--- config.mk ---
export PLATFORM = sky130hd
export DESIGN_NAME = branch_resolve
export DESIGN_NICKNAME = d
export VERILOG_FILES = /design/src/rtl/branch_resolve.sv
export SDC_FILE = /design/constraint.sdc
export NUM_CORES = 1
export LEC_CHECK = 0
export CAP_MARGIN = 5
export CORE_ASPECT_RATIO = 1.75
export CORE_UTILIZATION = 40
export DETAILED_ROUTE_END_ITERATION = 8
export PLACE_DENSITY = 0.73
export SETUP_SLACK_MARGIN = 0.3
export SLEW_MARGIN = 20
export SYNTH_ARGS = -nofsm -noshare
export SYNTH_HDL_FRONTEND = slang
export SYNTH_SLANG_ARGS = --single-unit
--- constraint.sdc ---
create_clock -name clk -period 4.3 [get_ports clk]
set_input_delay 0.645 -clock clk [delete_from_list [all_inputs] [get_ports clk]]
set_output_delay 0.645 -clock clk [all_outputs]
set_load 0.01 [all_outputs]
--- src/rtl/branch_resolve.sv ---
// Execute-side branch resolution queue: holds fetch predictions in program order,
// trains the 2-bit predictor on resolve and flushes wrong-path entries on mispredict.
module branch_resolve #(
  parameter int W_BRID = 2,
  parameter int DEPTH  = 4,
  parameter int W_PTR  = 2
) (
  input  logic              clk,
  input  logic              reset,
  input  logic              push_i,
  input  logic              pred_i,
  input  logic [W_BRID-1:0] pred_id_i,
  output logic              full_o,
  output logic              empty_o,
  output logic [W_PTR:0]    count_o,
  input  logic              resolve_i,
  input  logic              taken_i,
  output logic              upd_v_o,
  output logic              upd_branch_o,
  output logic [W_BRID-1:0] upd_id_o,
  output logic              mispredict_o,
  output logic              err_o
);

  typedef enum logic {RUN = 1'b0, RECOVER = 1'b1} state_t;

  localparam logic [W_PTR:0]   FULL_CNT = (W_PTR+1)'(DEPTH);
  localparam logic [W_PTR-1:0] PTR_ONE  = W_PTR'(1);
  localparam logic [W_PTR:0]   CNT_ONE  = (W_PTR+1)'(1);

  state_t state, state_nxt;

  logic              mem_pred [DEPTH];
  logic [W_BRID-1:0] mem_id   [DEPTH];
  logic [W_PTR-1:0]  head, tail;
  logic [W_PTR:0]    count;

  logic              run_p0;
  logic              head_pred_p0;
  logic [W_BRID-1:0] head_id_p0;
  logic              resolve_p0;
  logic              hit_p0;
  logic              flush_p0;
  logic              push_ok_p0;
  logic              err_set_p0;

  // Stage p0: decode this cycle's push/resolve against the queue head.
  always_comb begin
    run_p0       = (state == RUN);
    head_pred_p0 = mem_pred[head];
    head_id_p0   = mem_id[head];
    resolve_p0   = run_p0 & resolve_i & (count != '0);
    hit_p0       = (taken_i == head_pred_p0);
    flush_p0     = resolve_p0 & ~hit_p0;
    // A hitting pop frees the slot a same-cycle push needs when the queue is full.
    push_ok_p0   = run_p0 & push_i & ~flush_p0 &
                   ((count != FULL_CNT) | (resolve_p0 & hit_p0));
    err_set_p0   = (~run_p0 & resolve_i) |
                   (run_p0 & resolve_i & (count == '0)) |
                   (run_p0 & push_i & ~flush_p0 & ~push_ok_p0);
  end

  always_comb begin
    state_nxt = state;
    case (state)
      RUN:     if (flush_p0) state_nxt = RECOVER;
      RECOVER: state_nxt = RUN;
      default: state_nxt = RUN;
    endcase
  end

  always_ff @(posedge clk or posedge reset) begin
    if (reset) state <= RUN;
    else       state <= state_nxt;
  end

  always_ff @(posedge clk) begin
    if (push_ok_p0) begin
      mem_pred[tail] <= pred_i;
      mem_id[tail]   <= pred_id_i;
    end
  end

  // Stage p1: pointer/count update and registered training outputs.
  always_ff @(posedge clk or posedge reset) begin
    if (reset) begin
      head         <= '0;
      tail         <= '0;
      count        <= '0;
      upd_v_o      <= 1'b0;
      upd_branch_o <= 1'b0;
      upd_id_o     <= '0;
      mispredict_o <= 1'b0;
      err_o        <= 1'b0;
    end else begin
      if (flush_p0) begin
        head  <= '0;
        tail  <= '0;
        count <= '0;
      end else begin
        if (resolve_p0) head <= head + PTR_ONE;
        if (push_ok_p0) tail <= tail + PTR_ONE;
        case ({push_ok_p0, resolve_p0})
          2'b10:   count <= count + CNT_ONE;
          2'b01:   count <= count - CNT_ONE;
          default: count <= count;
        endcase
      end
      upd_v_o      <= resolve_p0;
      mispredict_o <= flush_p0;
      if (resolve_p0) begin
        upd_branch_o <= taken_i;
        upd_id_o     <= head_id_p0;
      end
      err_o <= err_o | err_set_p0;
    end
  end

  assign count_o = count;
  assign empty_o = (count == '0);
  assign full_o  = (count == FULL_CNT) | (state == RECOVER);

endmodule

# Yosys cells after proc, flatten, opt, wreduce, memory -nomap -nowiden
# Memories as Yosys holds them, arrays and structs flattened. A register that Yosys moved wholly into a read port is not among the register bits.
# Index checks and enable logic that the tools add are counted.
# W data, S select, Z words.
dict set report word_totals {
  mem_count 2
  mem_bits_ro 0
  wordCells 53
  latch_bits 0
  ram_bits 12
  register_bits 12
  output_inout_bits 11
}
# name depth width read_ports rd_ports_with_merged_regs wr line_no
set memory_table {}
lappend memory_table {mem_id 4 2 1 1 1 34} ;# logic [W_BRID-1:0] mem_id [DEPTH];
lappend memory_table {mem_pred 4 1 1 0 1 33} ;# logic mem_pred [DEPTH];
dict set report op_classes {
  mul 0
  n_div 0
  magnitude_cmp 0
  n_eq_ne 5
  addsub 4
  n_bitwise 19
  shifts 0
  mux 10
  reduce_logical 5
}
# cell count
set op_table {}
lappend op_table {{$and A1 B1 Y1} 10}
lappend op_table {{$mux W2} 4}
lappend op_table {{$pmux W3 S2} 1}
lappend op_table {{$reduce_bool A3 Y1} 2}
lappend op_table {{$or A1 B1 Y1} 5}
lappend op_table {{$add A2 B1 Y2 const B} 2}
lappend op_table {{$not A1 Y1} 4}
lappend op_table {{$reduce_bool A2 Y1} 2}
lappend op_table {{$add A3 B1 Y3 const B} 1}
lappend op_table {{$eq A3 B3 Y1 const B} 1}
lappend op_table {{$logic_not A3 Y1} 1}
lappend op_table {{$mux W1} 3}
lappend op_table {{$mux W3} 1}
lappend op_table {{$ne A3 B3 Y1 const B} 1}
lappend op_table {{$sub A3 B1 Y3 const B} 1}
lappend op_table {{$eq A2 B1 Y1 const B} 1}
lappend op_table {{$eq A2 B2 Y1 const B} 1}
lappend op_table {{$pmux W1 S2} 1}
lappend op_table {{$eq A1 B1 Y1} 1}

# Longest topological paths before layout
dict set report logic_depth {
  ltp_word 11
  depth_mapped 8
  ltp_nobuf 7
}

# Worst setup path before layout
# Ideal clock, no wire load.
dict set report synth_path {
  path_kind {register to register}
  start {register head[0]}
  end {register count[2] (netlist: count_o[2])}
  stages_incl_launch_ff 9
  slack_ns 1.859
  period_less_slack_ns 2.441
  required_time_ns 4.206
  setup_time_ns 0.094
  n_path_buf 1
  arrival_time_ns 2.347
  cell_sequence {dfrtp_1 > buf_6 > mux4_2 > xnor2_4 > a21oi_1 > fa_1 > nor4_1 > nor2_1 > a211oi_1}
}
dict set report synth_between {
  elab_chain_len 10
  elab_cells_between_ends 14
}
# item line_no
set synth_rtl {}
lappend synth_rtl {{from (decl)} 35} ;# logic [W_PTR-1:0] head, tail;
lappend synth_rtl {{from (signal assigned)} 101} ;# if (resolve_p0) head <= head + PTR_ONE;
lappend synth_rtl {{$mem_v2 Z4 W1 *} -}
lappend synth_rtl {{$eq A1 B1 Y1 *} 53} ;# hit_p0 = (taken_i == head_pred_p0);
lappend synth_rtl {{$not A1 Y1} 54} ;# flush_p0 = resolve_p0 & ~hit_p0;
lappend synth_rtl {{$and A1 B1 Y1} 54}
lappend synth_rtl {{$not A1 Y1} 56} ;# push_ok_p0 = run_p0 & push_i & ~flush_p0 &
lappend synth_rtl {{$and A1 B1 Y1 (2 in a row)} 56}
lappend synth_rtl {{$eq A2 B1 Y1 / $eq A2 B2 Y1 (equally long branches)} 103} ;# case ({push_ok_p0, resolve_p0})
lappend synth_rtl {{$pmux W3 S2} 103}
lappend synth_rtl {{$mux W3} 96} ;# if (flush_p0) begin
lappend synth_rtl {{to (signal assigned)} 104} ;# 2'b10: count <= count + CNT_ONE;
lappend synth_rtl {{to (signal assigned)} 105} ;# 2'b01: count <= count - CNT_ONE;
lappend synth_rtl {{to (signal assigned)} 106} ;# default: count <= count;
lappend synth_rtl {{to (decl)} 36} ;# logic [W_PTR:0] count;
# Mark *: on every way between the ends. The rest lies on a longest branch, timed or not.
# A chain may end at the register's enable or synchronous reset.

# Final worst setup path
# Same ends and word-level chain as after synthesis.

==> flow_metrics.py <==
metrics = {
    "critical_path": {
        "cp_slowest_cell": "mux4_2",
        "critical_path_required_ns": 4.48,
        "r2r_slack_ns": 1.56,
        "r2r-start": "head[0]",
        "r2r_cells": 7,
        "endpoint_kind": "flop",
        "r2r_end": "count_o[2]",
        "critPathMaxFanout": 8,
        "crit_chain": "mux4_2 > xnor2_4 > a21oi_1 > fa_1 > nor4_1 > nor2_1 > a211oi_1",
        "crit_type": "flop to flop",
        "start_kind": "flop",
        "crit_family": "multiplexers",
        "critical_path_arrival_ns": 2.92,
        "timing.critical_path.buf_inv": 0,
        "max_stage_delay_ns": 0.60,
    },
    "floorplanning": {
        "die_y_um": 75.4,
        "start_util_pct": 42.0,
        "die_area_sq_um": 3310,
        "dieWidth_um": 43.9,
        "coreArea_sq_um": 2930,
        "rows": 26,
        "io-pin-count": 19,
    },
    "worst_hold_path": {
        "hold_end": "upd_id_o[0]",
        "hold_class": "flop to flop",
        "hold_depth": 2,
        "hold_start": "upd_id_o[0]",
    },
    "placed_design": {
        "numPortBuffers": 18,
        "dp_slack_ns": 1.33,
        "place_inst": 141,
        "placed_cell_area_sq_um": 1430,
        "dp_hpwl_um": 1640,
        "place.gp.congestion": 0.875,
    },
    "sta": {
        "worst-slew-pin-transition_ns": 0.544,
        "setup_viol": 0,
        "slew_headroom_pct": 63.7,
        "skew_ns": 0.00164,
        "hold_violations": 0,
        "drv_slew": 0,
        "period_needed_ns": 2.74,
        "max_freq_mhz": 365,
        "timing.final.ws_setup_ns": 1.56,
        "rsz0062_at_grt": "false",
        "fin_setup_tns_ns": 0,
        "timing.final.crit_share_pct": 63.7,
    },
    "clock_tree": {
        "ctsResizeCount": 0,
        "clk_latency_ns": 0.27,
        "cts_tree": "yes",
        "cts_max_path_buffers": 2,
        "cts_hold_buf": 0,
        "root_buffer": "clkbuf_8",
        "cts_buffers": 3,
        "cts_post_setup_buffers_inserted": 0,
        "cts_sinks": 26,
        "path_clk_slew_ns": 0.09,
        "htreeDepth": 1,
    },
    "logic_synthesis": {
        "synth_flop_cell": "dfrtp_1",
        "syn_area_sq_um": 1230,
        "netlist_instances": 97,
        "syn_avg_cell_area_sq_um": 12.7,
        "ys_seq_elements": 26,
        "synthArstFlopShare_pct": 53.8,
        "synth.distinct_cells": 36,
        "yosysWarnings": 0,
        "synth_edf_count": 12,
        "ys_seq_area_share_pct": 57.8,
        "synth_nets": 110,
    },
    "pwr": {
        "power_density_nw_per_um2": 692,
        "power_uw": 1040,
        "leakagePower_uw": 0.000616,
        "ir_drop_mv": 0.348,
    },
    "detailed_routing": {
        "vias": 783,
        "first_pass_iters": 8,
        "drc": 2,
        "routed_wl_um": 2140,
        "viasPerCell": 5.40,
        "wl_per_cell_um": 14.8,
        "antenna_left": 0,
        "first_iter_violations": 15,
    },
    "finish": {
        "syn2layout_area_growth_pct": 22.1,
        "seq_area_sq_um": 711,
        "n_fill_cell": 252,
        "fin_area_sq_um": 1500,
        "fin_cells": 145,
        "multi_input_area_sq_um": 478,
        "nets": 131,
        "drive_gt1_share_pct": 11.1,
        "diodes": 0,
    },
    "grt": {
        "antenna_found_initial": 0,
        "grt_max_degree": 16,
        "grt_pass1_wl_um": 3480,
        "grtUsageTotal_pct": 14.7,
        "grt_pass1_vias": 826,
        "grt-ovfl-total": 0,
    },
    "status": {
        "status": "complete, but fails checks",
        "violations": "design-rule violations",
    },
    "run": {
        "timing.max_cap.violations": 0,
    },
}
cell usage after synthesis (all sizes together) (3+ instances only):
| master | n | share of area (%) |
|---|---|---|
| dfrtp | 14 | 28 |
| edfxtp | 12 | 29 |
| nand2 | 12 | 3.9 |
| inv | 6 | 1.8 |
| nor2 | 6 | 2.0 |
| and2 | 4 | 2.0 |
| ha | 4 | 4.1 |
| a21oi | 3 | 1.2 |
| mux4 | 3 | 5.5 |
| nand2b | 3 | 1.5 |
| nand3 | 3 | 1.2 |
| o21ai | 3 | 1.2 |
area by class of cell:
cell class                 count  area share [%]
timing repair buffer          18            12.0
tap                           28            2.33
clock buffer                   3            2.75
inverter                       7            1.75
multi-input combinational     62            31.8
sequential                    26            47.3
clock inverter                 1            2.00
power breakdown:
| part | switching, uW | internal (uW) | leakage [uW] |
|---|---|---|---|
| registers | 67.6 | 339 | 0.000282 |
| logic | 215 | 216 | 0.000299 |
| clock network | 76.5 | 125 | 0.0000357 |
logic make-up after synthesis:
kind of cell,share of synthesized area [%]
adders and majority gates,5.70
muxes,6.31
DFF,57.8
AOI/OAI and AO/OA,8.65
xor gates and xnor gates,3.66
buffers and inverters,3.36
and+or+nand+nor,14.5
registers in the layout, summed over array words and instances (netlist names), 2 cells and up:
name / flops
count_o: 3
mem_id: 8
tail: 2
mem_pred: 4
head: 2
upd_id_o: 2
worst min-delay path: stages, from the launching register on:
cell and delay, ns:
dfrtp_1 0.35, nand2_1 0.05, nand2_1 0.05
placed cells by master (no fill, tap or decap), drive strengths merged, types with 2 or more instances in the layout:
master          n
nor2b           2
a31oi           2
mux4            3
a21oi           3
a211oi          2
clkdlybuf4s50  18
dfrtp          14
nand3           3
nand2          12
ha              4
and2            4
xnor2           2
o21ai           3
inv             6
nor2            6
edfxtp         12
nand2b          3
clkbuf          3
per-stage QoR:
stage | hold WS, ns | utilization, %
3_5_place_dp | 0.466 | 48.8
5_1_grt | 0.499 | 51.3
2_1_floorplan | 0.513 | -
4_1_cts | 0.488 | 51.3
6_report | 0.485 | 51.3
3_3_place_gp | 0.458 | 48.8
metal layers:
metal  GRT usage, %  part of all wire [%]
met1           14.3                    39
met2           26.4                    56
met3           4.03                   3.2
met4           10.1                   2.6
met5              0                     0
worst max-delay path by stage:
| stage | slack [ns] | startpoint | depth (start not counted) | endpoint |
|---|---|---|---|---|
| finish | 1.56 | head[0] | 7 | count_o[2] |
| global route | 1.38 | head[0] | 7 | count_o[2] |
| detailed placement | 1.33 | push_i | 7 | count_o[2] |
| CTS | 1.54 | head[0] | 7 | count_o[2] |
| global placement | 1.47 | push_i | 7 | count_o[2] |
| floorplan | 1.86 | head[0] | 8 | count_o[2] |
No activity file was read; power rests on OpenSTA's default activity.
